File: src/rtl/load_store_unit_pkg.sv
// rtl/load_store_unit_pkg.sv - LSU access-type codes, FSM states and alignment helper
package load_store_unit_pkg;

  localparam logic [1:0] STORE_SB  = 2'd0;
  localparam logic [1:0] STORE_SH  = 2'd1;
  localparam logic [1:0] STORE_SW  = 2'd2;
  localparam logic [1:0] STORE_DEF = 2'd3;

  localparam logic [2:0] LOAD_LB  = 3'd0;
  localparam logic [2:0] LOAD_HD  = 3'd1;
  localparam logic [2:0] LOAD_LW  = 3'd2;
  localparam logic [2:0] LOAD_LBU = 3'd3;
  localparam logic [2:0] LOAD_LHU = 3'd4;
  localparam logic [2:0] LOAD_DEF = 3'd7;

  typedef enum logic [1:0] {
    LSU_IDLE = 2'd0,
    LSU_REQ  = 2'd1,
    LSU_WAIT = 2'd2,
    LSU_DONE = 2'd3
  } lsu_state_e;

  // LOAD_DEF fetches the whole word, so it carries no alignment requirement.
  function automatic logic is_misaligned(input logic is_store, input logic [1:0] st_type,
                                         input logic [2:0] ld_type, input logic [1:0] off);
    if (is_store)
      return ((st_type == STORE_SH) && off[0]) || ((st_type == STORE_SW) && (off != 2'b00));
    return (((ld_type == LOAD_HD) || (ld_type == LOAD_LHU)) && off[0]) ||
           ((ld_type == LOAD_LW) && (off != 2'b00));
  endfunction

endpackage

File: src/rtl/lsu_load_align.sv
// rtl/lsu_load_align.sv - extracts and extends a byte/half/word from a read word
module lsu_load_align
  import load_store_unit_pkg::*;
(
  input  logic [31:0] rdata,
  input  logic [1:0]  byte_off,
  input  logic [2:0]  load_type,
  output logic [31:0] result
);

  logic [31:0] shifted;
  logic [7:0]  byte_v;
  logic [15:0] half_v;

  always_comb begin
    shifted = rdata >> {byte_off, 3'b000};
    byte_v  = shifted[7:0];
    half_v  = byte_off[1] ? rdata[31:16] : rdata[15:0];
    case (load_type)
      LOAD_LB:  result = {{24{byte_v[7]}}, byte_v};
      LOAD_LBU: result = {24'h0, byte_v};
      LOAD_HD:  result = {{16{half_v[15]}}, half_v};
      LOAD_LHU: result = {16'h0, half_v};
      default:  result = rdata;
    endcase
  end

endmodule

File: src/rtl/load_store_unit.sv
// rtl/load_store_unit.sv - memory-stage data-port engine with req/gnt/rvalid bus, stall and timeout
module load_store_unit
  import load_store_unit_pkg::*;
#(
  parameter int unsigned XLEN           = 32,
  parameter int unsigned TIMEOUT_CYCLES = 255
) (
  input  logic            clk,
  input  logic            rst,
  input  logic            ex_valid,
  input  logic            mem_write,
  input  logic [1:0]      mem_store_type,
  input  logic            wb_load,
  input  logic [2:0]      mem_load_type,
  input  logic [XLEN-1:0] addr,
  input  logic [XLEN-1:0] store_data,
  output logic            lsu_stall,
  output logic            lsu_done,
  output logic [XLEN-1:0] load_data,
  output logic            misalign,
  output logic            bus_err,
  output logic            dmem_req,
  output logic            dmem_we,
  output logic [XLEN-1:0] dmem_addr,
  output logic [XLEN-1:0] dmem_wdata,
  output logic [3:0]      dmem_be,
  input  logic            dmem_gnt,
  input  logic            dmem_rvalid,
  input  logic [XLEN-1:0] dmem_rdata
);

  lsu_state_e  state, state_n;
  logic [31:0] cnt;
  logic        misalign_q, bus_err_q;
  logic [2:0]  ld_type_q;
  logic [1:0]  off_q;
  logic [31:0] ld_result;
  logic [31:0] st_wdata;
  logic [3:0]  st_be;
  logic        is_store, access, mis, timeout_hit;

  assign is_store    = mem_write && (mem_store_type != STORE_DEF);
  assign access      = ex_valid && (is_store || wb_load);
  assign mis         = is_misaligned(is_store, mem_store_type, mem_load_type, addr[1:0]);
  assign timeout_hit = (TIMEOUT_CYCLES != 0) && (cnt == TIMEOUT_CYCLES - 1);

  always_comb begin
    st_wdata = store_data;
    st_be    = 4'b1111;
    case (mem_store_type)
      STORE_SB: begin
        st_wdata = {4{store_data[7:0]}};
        st_be    = 4'b0001 << addr[1:0];
      end
      STORE_SH: begin
        st_wdata = {2{store_data[15:0]}};
        st_be    = addr[1] ? 4'b1100 : 4'b0011;
      end
      default: ;
    endcase
  end

  always_comb begin
    state_n   = state;
    lsu_stall = 1'b0;
    case (state)
      LSU_IDLE: if (access) begin
        lsu_stall = 1'b1;
        state_n   = mis ? LSU_DONE : LSU_REQ;
      end
      LSU_REQ: begin
        lsu_stall = 1'b1;
        if (dmem_gnt)         state_n = dmem_we ? LSU_DONE : LSU_WAIT;
        else if (timeout_hit) state_n = LSU_DONE;
      end
      LSU_WAIT: begin
        lsu_stall = 1'b1;
        if (dmem_rvalid || timeout_hit) state_n = LSU_DONE;
      end
      default: state_n = LSU_IDLE;
    endcase
  end

  // Bus fields are captured at accept so they stay stable for the whole REQ phase.
  always_ff @(posedge clk or posedge rst) begin
    if (rst) begin
      state      <= LSU_IDLE;
      cnt        <= '0;
      misalign_q <= 1'b0;
      bus_err_q  <= 1'b0;
      ld_type_q  <= LOAD_DEF;
      off_q      <= 2'b00;
      dmem_we    <= 1'b0;
      dmem_addr  <= '0;
      dmem_wdata <= '0;
      dmem_be    <= 4'b0000;
      load_data  <= '0;
    end else begin
      state <= state_n;
      case (state)
        LSU_IDLE: if (access) begin
          misalign_q <= mis;
          bus_err_q  <= 1'b0;
          cnt        <= '0;
          if (!mis) begin
            dmem_we    <= is_store;
            dmem_addr  <= {addr[31:2], 2'b00};
            dmem_wdata <= is_store ? st_wdata : '0;
            dmem_be    <= is_store ? st_be : 4'b1111;
            ld_type_q  <= mem_load_type;
            off_q      <= addr[1:0];
          end
        end
        LSU_REQ: begin
          cnt <= cnt + 32'd1;
          if (!dmem_gnt && timeout_hit) bus_err_q <= 1'b1;
        end
        LSU_WAIT: begin
          cnt <= cnt + 32'd1;
          if (dmem_rvalid)      load_data <= ld_result;
          else if (timeout_hit) bus_err_q <= 1'b1;
        end
        default: ;
      endcase
    end
  end

  assign dmem_req = (state == LSU_REQ);
  assign lsu_done = (state == LSU_DONE);
  assign misalign = lsu_done && misalign_q;
  assign bus_err  = lsu_done && bus_err_q;

  lsu_load_align u_load_align (
    .rdata     (dmem_rdata),
    .byte_off  (off_q),
    .load_type (ld_type_q),
    .result    (ld_result)
  );

endmodule

File: config.mk
export PLATFORM = sky130hd
export DESIGN_NAME = load_store_unit
export DESIGN_NICKNAME = d
export VERILOG_FILES = /design/src/rtl/load_store_unit_pkg.sv /design/src/rtl/lsu_load_align.sv /design/src/rtl/load_store_unit.sv
export SDC_FILE = /design/constraint.sdc
export NUM_CORES = 1
export LEC_CHECK = 0
export ABC_CLOCK_PERIOD_IN_PS = 11200
export CAP_MARGIN = 40
export CORE_MARGIN = 2
export CORE_UTILIZATION = 40
export CTS_CLUSTER_DIAMETER = 40
export DETAILED_ROUTE_END_ITERATION = 12
export GPL_TIMING_DRIVEN = 0
export HOLD_SLACK_MARGIN = 0.08
export PLACE_DENSITY_LB_ADDON = 0.25
export SYNTH_ARGS = -nofsm -noshare
export SYNTH_HDL_FRONTEND = slang
export SYNTH_SLANG_ARGS = --single-unit
File: constraint.sdc
create_clock -name clk -period 11.2 [get_ports clk]
set_input_delay 2.8 -clock clk [delete_from_list [all_inputs] [get_ports clk]]
set_output_delay 2.8 -clock clk [all_outputs]
set_load 0.02 [all_outputs]
==> impl_metrics.py, run 1 <==
metrics = {
    "floorplanning": {
        "design.die.area_um2": 18900,
        "floorplan.initialDensity_pct": 41.1,
        "core_area_um2": 17400,
        "ios": 214,
        "fp-row-count": 48,
        "die_x_um": 138,
        "dieHeight_um": 138,
    },
    "synth": {
        "postSynth.asyncResetShare_pct": 100,
        "synth.cell_area_um2": 7140,
        "synth_ff_type": "sky130_fd_sc_hd__dfrtp_1",
        "synth.top_cells.by_count": "137 x sky130_fd_sc_hd__dfrtp_1, 65 x sky130_fd_sc_hd__nand2_1, 52 x sky130_fd_sc_hd__nor2_1",
        "yosys.area.top_type": "sky130_fd_sc_hd__dfrtp_1",
        "leading_cell_types_by_total_area_after_synthesis": "sky130_fd_sc_hd__dfrtp_1 48%, sky130_fd_sc_hd__mux2_2 6.3%, sky130_fd_sc_hd__mux2i_1 4.5%",
        "synth.top_cell.area_share_pct": 48.0,
        "synth_edf_count": 0,
        "ys_seq_elements": 140,
        "syn-instance-count": 710,
        "yosys_warnings": 0,
        "post_synth_num_cell_types": 54,
        "synth.most_common_cell": "sky130_fd_sc_hd__dfrtp_1",
        "post_synthesis_sequential_area_ratio_pct": 49.1,
        "syn-mean-instance-area_um2": 10.1,
    },
    "sta": {
        "clock_skew_after_layout_ns": 0.0102,
        "final.min_clock_period_ns": 7.64,
        "final.hold.worst_slack_ns": 0.476,
        "slew_at_the_pin_closest_to_its_max_slew_limit_ns": 0.957,
        "fmax_mhz": 131,
        "timing.final.max_slew_violations": 0,
        "timing.final.setup_violations": 0,
        "grt_setup_unrepaired": "false",
        "totalNegativeSetupSlack_ns": 0,
        "final_hold_viol_count": 0,
        "period_share_pct": 68.2,
        "timing.slew.headroom_pct": 35.7,
    },
    "global_routing": {
        "grt_start_max_net_pins": 79,
        "grt_overall_usage_pct": 22.7,
        "via_count_of_the_first_global_routing_pass": 6327,
        "gr-total-overflow": 0,
        "global_route_wire_length_before_repair_mm": 33.4,
        "antenna_found_initial": 0,
    },
    "run": {
        "cap_violations": 0,
    },
    "pwr": {
        "comb_power_share_pct": 48.7,
        "powerDensity_nw_per_um2": 276,
        "p_int_mw": 1.69,
        "power_mw": 2.79,
        "flop_pwr_share_pct": 32.1,
        "switching_share_pct": 39.6,
        "net-switching-power_mw": 1.10,
        "power.static_leakage_nw": 4.13,
        "max-vdd-ir-drop_mv": 0.147,
        "share_of_total_power_in_the_clock_network_pct": 19.2,
    },
    "route": {
        "remaining_drc_errors": 0,
        "drtAntennaViolNets": 0,
        "drt-wirelength-per-cell_um": 17.7,
        "detailedRoute.firstPassIterationCount": 5,
        "vias": 6436,
        "drt-vias-per-instance": 5.45,
        "detail_route.iter0.violations": 427,
        "detail_route.wirelength_mm": 20.9,
    },
    "place": {
        "numPlacedInstances": 1148,
        "finalWeightedCongestion": 0.857,
        "io_buffer_count": 210,
        "placed_area_um2": 9560,
        "detailed_place_hpwl_mm": 15.3,
    },
    "finish": {
        "fill_cells": 1515,
        "register_area_um2": 3510,
        "area_used_by_multi_input_combinational_logic_um2": 3380,
        "ant_diodes": 0,
        "area_growth_syn_to_layout_pct": 41.7,
        "final_design_area_no_fill_um2": 10100,
        "post_layout_nonfiller_instances": 1180,
        "drive_above_1_share_pct": 9.32,
        "layout.nets": 1056,
    },
    "worst_setup_path": {
        "critPathLaunchType": "input port",
        "worst-endpoint-arrival_ns": 4.84,
        "critPathCaptureType": "primary output",
        "timing.rr.end": "cnt[18]",
        "crit_required_ns": 8.40,
        "critPathMaxFanout": 8,
        "critPathMostFrequentCell": "sky130_fd_sc_hd__clkdlybuf4s50_1",
        "reg2regPathDepth": 9,
        "r2r-start": "state[0]",
        "slowest_stage": "sky130_fd_sc_hd__clkdlybuf4s50_1",
        "worst_path_largest_cell_delay_ns": 0.66,
        "timing.setup.critical_path_class": "in -> out",
        "r2r_setup_slack_ns": 8.26,
        "crit_path_cell_trace": "clkdlybuf4s50_1 > a21boi_0 > o211ai_1 > a21oi_1 > clkdlybuf4s50_1",
    },
    "cts": {
        "ctsLongestPathBuffers": 2,
        "cts-htree-levels": 4,
        "inserted_clock_buffers": 17,
        "cts_setup_buffers": 0,
        "ctsResizeCount": 0,
        "clockRootBuffer": "sky130_fd_sc_hd__clkbuf_16",
        "clock-sinks": 140,
        "cts_tree": "yes",
        "clkLatencyLatePin_ns": 0.42,
        "worst_setup_hold_path_clk_slew_ns": 0.06,
        "cts-hold-fix-buffers": 0,
    },
    "hold_path": {
        "hold_path_end": "load_data[2]",
        "worst_hold_path_type": "reg -> reg",
        "worstHoldStart": "load_data[2]",
        "min_path_cells": 1,
    },
    "run_status": {
        "status": "complete, no violations",
    },
}
## registers in the layout (all words and copies together) (netlist names)
name / cells
bus_err_q: 1
cnt: 32
dmem_addr: 30
dmem_be: 4
dmem_wdata: 32
dmem_we: 1
ld_type_q: 3
load_data: 32
misalign_q: 1
off_q: 2
state: 2
## cell usage in the layout, fill, tap and decap left out, types with 5 or more instances in the layout
master	synthesis	final
sky130_fd_sc_hd__clkdlybuf4s50_1	0	210
sky130_fd_sc_hd__dfrtp_1	137	137
sky130_fd_sc_hd__nand2_1	65	65
sky130_fd_sc_hd__nor2_1	52	52
sky130_fd_sc_hd__o21ai_0	47	47
sky130_fd_sc_hd__a21oi_1	47	47
sky130_fd_sc_hd__mux2_2	40	40
sky130_fd_sc_hd__clkbuf_1	33	35
sky130_fd_sc_hd__mux2i_1	32	32
sky130_fd_sc_hd__clkbuf_16	0	17
sky130_fd_sc_hd__a22o_1	16	16
sky130_fd_sc_hd__o2bb2ai_1	16	16
sky130_fd_sc_hd__nor2b_1	12	12
sky130_fd_sc_hd__nand3_1	12	12
sky130_fd_sc_hd__inv_1	13	12
sky130_fd_sc_hd__xnor2_1	12	12
sky130_fd_sc_hd__or3_1	11	11
sky130_fd_sc_hd__a31oi_1	10	10
sky130_fd_sc_hd__a22oi_1	10	10
sky130_fd_sc_hd__o31ai_1	10	10
sky130_fd_sc_hd__a2bb2oi_1	10	10
sky130_fd_sc_hd__nand4_1	9	9
sky130_fd_sc_hd__o21bai_1	8	8
sky130_fd_sc_hd__nor3_1	8	8
sky130_fd_sc_hd__buf_2	8	8
sky130_fd_sc_hd__nor4_1	8	8
sky130_fd_sc_hd__or4_1	8	8
sky130_fd_sc_hd__a21o_1	7	7
sky130_fd_sc_hd__a211oi_1	7	7
sky130_fd_sc_hd__a221oi_1	6	6
sky130_fd_sc_hd__nor4b_1	6	6
sky130_fd_sc_hd__ha_1	6	6
sky130_fd_sc_hd__buf_1	5	5
sky130_fd_sc_hd__clkinv_4	0	5
## critical path: cells and delay by family
kind / cells / cell delay, ns
buf+inv: 2 / 1.17
compound gates: 3 / 0.87
## cell type report
type,count,area share (%)
sequential,140,34.7
clock inverter,13,1.18
clock buffer,19,4.28
multi-input combinational,509,33.4
buffer,49,2.03
timing repair buffer,212,21.1
inverter,13,0.532
tap,225,2.78
## metal layers
metal	routed length, um	part of all wire (%)	track usage [%]	up-vias
li1	-	-	-	3086
met1	9370	45	31.7	3095
met2	9720	46	34.6	226
met3	1440	6.9	5.63	29
met4	379	1.8	7.27	0
met5	0	0	0	-
## through the flow
stage | utilization [%] | setup slack [ns]
3_5_place_dp | 55.1 | 3.56
3_3_place_gp | 54.9 | 2.56
5_1_grt | 58.3 | 3.42
4_1_cts | 58.3 | 3.53
2_1_floorplan | - | 4.57
6_report | 58.3 | 3.56
## worst max-delay path by stage
stage,depth (start not counted),slack (ns),startpoint,to
floorplan,4,4.57,mem_store_type[0],lsu_stall
global placement,2,2.56,rst,dmem_wdata[16]
detailed placement,5,3.56,mem_write,lsu_stall
CTS,5,3.53,mem_write,lsu_stall
global route,5,3.42,mem_write,lsu_stall
finish,5,3.56,mem_write,lsu_stall
## power by group through the flow
stage          combinational [mW]  sequential, mW  clock, mW
6_report                     1.36           0.895      0.535
2_1_floorplan               0.593            1.08          0
4_1_cts                      1.36           0.895      0.543
5_1_grt                      1.47           0.925      0.566
3_3_place_gp                 1.34           0.893          0
3_5_place_dp                 1.36           0.899          0
## kinds of logic after synthesis
family          Yosys count  synth area share (%)
flops                   140                  49.1
mux                      72                  10.8
other cells               1                0.0526
xor+xnor                 13                  1.60
simple gates            210                  14.6
buf+inv                  62                  3.56
compound gates          206                  19.2
fa+ha+maj                 6                  1.05
Power figures use the tool's default switching activity.
==> run 2, diff against run 1 <==
--- a/config.mk
+++ b/config.mk
@@ -5,7 +5,7 @@
 export SDC_FILE = /design/constraint.sdc
 export NUM_CORES = 1
 export LEC_CHECK = 0
-export ABC_CLOCK_PERIOD_IN_PS = 11200
+export ABC_CLOCK_PERIOD_IN_PS = 7800
 export CAP_MARGIN = 40
 export CORE_MARGIN = 2
 export CORE_UTILIZATION = 40
==> constraint.sdc (replaced) <==
create_clock -name clk -period 7.8 [get_ports clk]
set_input_delay 1.95 -clock clk [delete_from_list [all_inputs] [get_ports clk]]
set_output_delay 1.95 -clock clk [all_outputs]
set_load 0.02 [all_outputs]
==> results of run 2 <==
The final DEF is identical to that of run 1. Status: complete, no violations.
Main changes from that run: setup slack after placement 3.56 ns -> 1.86 ns; setup slack after layout 3.56 ns -> 1.86 ns; register-to-register setup slack 8.26 ns -> 4.86 ns; total power 2.79 mW -> 4.00 mW; worst IR drop on VDD 0.147 mV -> 0.211 mV
